==> config.mk <==
export PLATFORM = sky130hd
export DESIGN_NAME = lsu_mem_ctrl
export DESIGN_NICKNAME = d
export VERILOG_FILES = /design/src/rtl/lsu_pkg.sv /design/src/rtl/lsu_byte_lane.sv /design/src/rtl/lsu_mem_ctrl.sv
export SDC_FILE = /design/constraint.sdc
export NUM_CORES = 1
export LEC_CHECK = 0
export ABC_CLOCK_PERIOD_IN_PS = 3850
export CAP_MARGIN = 20
export CORE_UTILIZATION = 30
export DETAILED_ROUTE_END_ITERATION = 10
export PLACE_DENSITY_LB_ADDON = 0.1
export SLEW_MARGIN = 20
export SYNTH_ARGS = -nofsm -noshare
export SYNTH_HDL_FRONTEND = slang
export SYNTH_HIERARCHICAL = 1
export SYNTH_SLANG_ARGS = --single-unit
==> constraint.sdc <==
create_clock -name clk -period 3.85 [get_ports clk]
set_input_delay 0.77 -clock clk [delete_from_list [all_inputs] [get_ports clk]]
set_output_delay 0.77 -clock clk [all_outputs]
set_load 0.005 [all_outputs]
==> src/rtl/lsu_pkg.sv <==
// rtl/lsu_pkg.sv - shared state, size and funct3 decode for the load/store unit
package lsu_pkg;

  typedef enum logic [1:0] {IDLE, RD, WR, RESP} lsu_state_t;

  typedef enum logic [1:0] {SZ_B, SZ_H, SZ_W} lsu_size_t;

  localparam logic [2:0] F3_B  = 3'b000;
  localparam logic [2:0] F3_H  = 3'b001;
  localparam logic [2:0] F3_W  = 3'b010;
  localparam logic [2:0] F3_BU = 3'b100;
  localparam logic [2:0] F3_HU = 3'b101;

  function automatic logic is_legal_f3(input logic store, input logic [2:0] funct3);
    if (store)
      return funct3 inside {F3_B, F3_H, F3_W};
    return funct3 inside {F3_B, F3_H, F3_W, F3_BU, F3_HU};
  endfunction

  // The unsigned variants share the size encoding of their signed twins in funct3[1:0].
  function automatic lsu_size_t f3_size(input logic [2:0] funct3);
    case (funct3[1:0])
      2'b00:   return SZ_B;
      2'b01:   return SZ_H;
      default: return SZ_W;
    endcase
  endfunction

endpackage

==> src/rtl/lsu_byte_lane.sv <==
// rtl/lsu_byte_lane.sv - little-endian lane extract/extend for loads and lane merge for sub-word stores
module lsu_byte_lane
  import lsu_pkg::*;
#(
  parameter int XLEN = 32
) (
  input  logic [XLEN-1:0] word,
  input  logic [1:0]      addr,
  input  logic [2:0]      funct3,
  input  logic [XLEN-1:0] wdata,
  output logic [XLEN-1:0] load_data,
  output logic [XLEN-1:0] merged_word
);

  logic [4:0]      shamt;
  logic [XLEN-1:0] lane;
  logic [XLEN-1:0] mask;
  logic [XLEN-1:0] ins;

  always_comb begin
    shamt     = {addr, 3'b000};
    lane      = word >> shamt;
    ins       = wdata << shamt;
    load_data = word;
    mask      = '1;
    case (f3_size(funct3))
      SZ_B: begin
        load_data = funct3[2] ? {{(XLEN-8){1'b0}}, lane[7:0]}
                              : {{(XLEN-8){lane[7]}}, lane[7:0]};
        mask      = {{(XLEN-8){1'b0}}, 8'hFF} << shamt;
      end
      SZ_H: begin
        load_data = funct3[2] ? {{(XLEN-16){1'b0}}, lane[15:0]}
                              : {{(XLEN-16){lane[15]}}, lane[15:0]};
        mask      = {{(XLEN-16){1'b0}}, 16'hFFFF} << shamt;
      end
      default: begin
        load_data = word;
        mask      = '1;
      end
    endcase
    merged_word = (word & ~mask) | (ins & mask);
  end

endmodule

==> src/rtl/lsu_mem_ctrl.sv <==
// rtl/lsu_mem_ctrl.sv - single-outstanding load/store initiator driving a word-organised data memory
module lsu_mem_ctrl
  import lsu_pkg::*;
#(
  parameter int MEM_DEPTH = 64,
  parameter int XLEN      = 32
) (
  input  logic            clk,
  input  logic            reset,
  input  logic            req_valid,
  output logic            req_ready,
  input  logic            req_store,
  input  logic [2:0]      req_funct3,
  input  logic [XLEN-1:0] req_addr,
  input  logic [XLEN-1:0] req_wdata,
  output logic            resp_valid,
  output logic [XLEN-1:0] resp_rdata,
  output logic            resp_err,
  output logic            mem_read,
  output logic            mem_write,
  output logic [XLEN-1:0] mem_addr,
  output logic [XLEN-1:0] mem_wdata,
  input  logic [XLEN-1:0] mem_rdata
);

  lsu_state_t      state, state_next;
  lsu_size_t       req_size;
  logic            req_err;
  logic            store_q;
  logic [2:0]      funct3_q;
  logic [XLEN-1:0] addr_q;
  logic [XLEN-1:0] wdata_q;
  logic [XLEN-1:0] rdata_q;
  logic            err_q;
  logic [XLEN-1:0] load_data;
  logic [XLEN-1:0] merged_word;

  always_comb begin
    req_size = f3_size(req_funct3);
    req_err  = !is_legal_f3(req_store, req_funct3)
             || (req_size == SZ_H && req_addr[0])
             || (req_size == SZ_W && req_addr[1:0] != 2'b00)
             || ((req_addr >> 2) >= XLEN'(MEM_DEPTH));
  end

  lsu_byte_lane #(.XLEN(XLEN)) u_lane (
    .word        (mem_rdata),
    .addr        (addr_q[1:0]),
    .funct3      (funct3_q),
    .wdata       (wdata_q),
    .load_data   (load_data),
    .merged_word (merged_word)
  );

  always_ff @(posedge clk or posedge reset) begin
    if (reset)
      state <= IDLE;
    else
      state <= state_next;
  end

  // resp_rdata only changes on the edge that enters RESP, so it holds between responses.
  always_ff @(posedge clk or posedge reset) begin
    if (reset) begin
      store_q  <= 1'b0;
      funct3_q <= '0;
      addr_q   <= '0;
      wdata_q  <= '0;
      rdata_q  <= '0;
      err_q    <= 1'b0;
    end else begin
      case (state)
        IDLE: begin
          if (req_valid) begin
            store_q  <= req_store;
            funct3_q <= req_funct3;
            addr_q   <= req_addr;
            wdata_q  <= req_wdata;
            err_q    <= req_err;
            if (req_err)
              rdata_q <= '0;
          end
        end
        RD: begin
          if (store_q)
            wdata_q <= merged_word;
          else
            rdata_q <= load_data;
        end
        WR:      rdata_q <= '0;
        default: ;
      endcase
    end
  end

  always_comb begin
    state_next = state;
    req_ready  = 1'b0;
    mem_read   = 1'b0;
    mem_write  = 1'b0;
    mem_addr   = '0;
    resp_valid = 1'b0;
    resp_err   = 1'b0;
    case (state)
      IDLE: begin
        req_ready = 1'b1;
        if (req_valid) begin
          if (req_err)
            state_next = RESP;
          else if (!req_store || req_size != SZ_W)
            state_next = RD;
          else
            state_next = WR;
        end
      end
      RD: begin
        mem_read   = 1'b1;
        mem_addr   = addr_q >> 2;
        state_next = store_q ? WR : RESP;
      end
      WR: begin
        mem_write  = 1'b1;
        mem_addr   = addr_q >> 2;
        state_next = RESP;
      end
      RESP: begin
        resp_valid = 1'b1;
        resp_err   = err_q;
        state_next = IDLE;
      end
      default: state_next = IDLE;
    endcase
  end

  assign mem_wdata  = (state == WR) ? wdata_q : '0;
  assign resp_rdata = rdata_q;

endmodule

==> impl_results.md <==
* Fmax at 324 MHz
* Worst setup EP type: output port
* Pwr dens at 880 nW/um2
* Avg Vias per Cell at ~4.9
* Most frequent cells in the layout: clkdlybuf4s50_1, nand2_1, dfrtp_1
* Worst vdd ir at about 0.37 mV
* Avg WL per Cell at 18.7 um
* I/O Pins at 204
* DRC marker count from the first detailed-route iteration at 400
* Synth warn at 6
* Placed Instance Area at approximately 9000 um2
* Simple-gate portion of the synthesized area at roughly 20%
* Critical path arrival at between 2000 and 2500 ps
* Worst-path clk slew at around 80 ps
* Max Cap Viol at 0
* Die footprint at roughly 22,000 um2
* Status: finished clean
* Avg Inst Size Synth at between 8 and 9 um2
* Via count of the first global-routing pass at 5,739
* DIE HEIGHT at 150 um
* Post-Route WL at approximately 22,000 um
* Sequential cell area at roughly 2600 um2
* Crit-path slowest cell: ha_1
* RePlAce Congestion at 0.799
* DRC viols at 0
* Synth Area in Adders at less than 1%
* Tightest Pin Transition at around 1100 ps
* Final setup fails at 0
* Core ar. at about 21,000 um2
* TritonCTS clock tree: built
* Num CTS Buffers at 9
* Post-Syn Area at ~6500 um2
* CP max stage delay at 540 ps
* Root Driver: clkbuf_16
* FILL cells at ~2.1k
* Final cycle utilization of the critical path at between 80% and 90%
* Cells after synthesis at 734
* Clock tree buffer depth at 2
* GRT Total Usage at between 20% and 30%
* Multi-input logic area at ~3600 um2
* Layout cells sized above 1 at a little over a tenth
* RSZ-0062 raised after global routing: no
* Post-DP HPWL at around 16,000 um
* Finished Cell Area at between 9000 and 10,000 um2
* Worst skew pair latency at approximately 360 ps
* Row count at 53
* Starting Density at 30.9%
* Placed cell count at roughly 1.2k
* Register area share after synthesis at 39.5%
* Largest net degree at the start of global routing at 65
* TritonCTS Sinks at approximately 100
* CTS-repair resized insts at 0
* Total Neg Setup Slack at 0 ps
* Non-filler instance count after layout at 1,185
* Crit-path cells: inv_1, ha_1, buf_12, and2_1, clkdlybuf4s50_1
* Crit path kind: flop to output port
* Worst Path Required at 3080 ps
* Most common cell after layout, fill and taps aside: clkdlybuf4s50_1
* Initial antenna violation count at 1
* Setup crit start kind: flop
* XOR/XNOR Fraction of Synth Area at 0%
* GRT Residual Overflow at 0
* H-tree Lvls at 3
* Vias at around 5.8k
* Unique masters post-synth at between 40 and 50
* Post-synthesis register bit count at about 100
* Slew Limit Fails at 0
* Leak pwr at 3.63 nW
* HP Class: flop to flop
* Global-route wire length before repair at approximately 34,000 um
* Post-CTS setup buffer count at 0
* Pre-antenna DRT Iters at 4
* CP max FO at 21
* Layout net count at 1,012
* Clk_skew at 8.38 ps
* Worst slew margin at about 29%
* Tmin final at between 3000 and 4000 ps
* Port Buffer Count at about 200
* Fin. Hold Viols at 0
* Multiplexer area fraction after synthesis at 19.1%
* Compound-Gate Fraction of Synth Area at roughly 16%
* Post-DRT Antenna Nets at 0
* Largest family of logic cells by synthesized area: simple AND/OR/NAND/NOR gates
* # hold bufs at CTS at 0
* Die width at between 100 and 150 um
* Synth-to-Final Area Change at 38.8%
## kinds of logic (layout without fill, tap and decap cells)
group,count (synthesis),after routing
AND/OR/NAND/NOR,264,264
AO/OA/AOI/OAI,179,179
multiplexers,118,118
flip-flops,103,103
buffers and inverters,64,238
adder cells (fa/ha/maj),5,5
other,1,3
## sequential cells by signal, summed over array words and instances (netlist names)
register,flops
wdata_q,32
err_q,1
addr_q,32
state,2
funct3_q,3
store_q,1
resp_rdata,32
## area by class of cell
class | instances | share of cell area, %
multi-input cells | 568 | 40.2
flip-flops and latches | 103 | 28.5
repair buffers | 218 | 23.9
well taps | 275 | 3.80
clock buffers | 12 | 2.83
clock inverters | 4 | 0.594
inverters | 4 | 0.193
diodes | 1 | 0.0276
## final timing paths
check / from / end / slack [ps] / depth (start not counted)
setup / recovery: state[0] / mem_wdata[6] / 760 / 5
hold / removal: addr_q[9] / addr_q[9] / 500 / 1
setup reg to reg: addr_q[1] / resp_rdata[17] / 1370 / 8
hold reg to reg: addr_q[9] / addr_q[9] / 500 / 1
max in group asynchronous: reset / resp_rdata[16] / 2250 / 3
min in group asynchronous: reset / addr_q[14] / 800 / 2
## cell usage after synthesis (all sizes together)
| cell | count | area share [%] |
|---|---|---|
| clkbuf | 33 | 2.0 |
| o31ai | 9 | 1.0 |
| buf | 27 | 2.6 |
| mux2i | 64 | 9.8 |
| a21oi | 59 | 4.8 |
| conb | 1 | 0.057 |
| nand3b | 2 | 0.23 |
| nor2 | 43 | 2.5 |
| ha | 5 | 0.96 |
| nor3 | 2 | 0.23 |
| or2 | 3 | 0.33 |
| nand2b | 9 | 0.86 |
| a211oi | 9 | 1.2 |
| o22a | 2 | 0.27 |
| mux2 | 54 | 9.3 |
| a221oi | 1 | 0.13 |
| a31oi | 1 | 0.096 |
| nor4 | 10 | 0.96 |
| nand2 | 107 | 6.2 |
| a22oi | 3 | 0.42 |
| and2 | 64 | 6.1 |
| o21ai | 88 | 6.7 |
| o2bb2ai | 6 | 0.80 |
| o22ai | 1 | 0.096 |
| inv | 4 | 0.23 |
| nor4b | 1 | 0.36 |
| nor3b | 3 | 0.34 |
| nand4 | 1 | 0.096 |
| dfrtp | 103 | 39 |
| nor2b | 19 | 1.8 |
## critical path: cells and delay by family (launching register included)
| family | cells | cell delay, ps |
|---|---|---|
| simple gates | 1 | 130 |
| flops | 1 | 440 |
| fa+ha+maj | 1 | 540 |
| buf+inv | 3 | 850 |
## report_power, final
part / switching, W / internal (W)
registers: 0.000539 / 0.00161
clock network: 0.000450 / 0.000543
logic: 0.00229 / 0.00254
## metrics by stage
| step | setup WS [ps] | utilization (%) | power [W] | hold slack [ps] |
|---|---|---|---|---|
| 2_1_floorplan | 376 | - | 0.00495 | 470 |
| 3_3_place_gp | 866 | 41.4 | 0.00702 | 480 |
| 3_5_place_dp | 830 | 41.4 | 0.00702 | 485 |
| 4_1_cts | 720 | 42.8 | 0.00806 | 503 |
| 5_1_grt | 573 | 42.8 | 0.00862 | 521 |
| 6_report | 762 | 42.8 | 0.00797 | 499 |
## per-layer routing
metal  up-vias  wire length [um]  track usage [%]
li1       2869                 -                -
met1      2782             10800             29.7
met2       164              9910             30.5
met3        15              1220             3.54
met4         0               284             5.36
met5         -                 0                0
(Power assumes the default switching activity.)
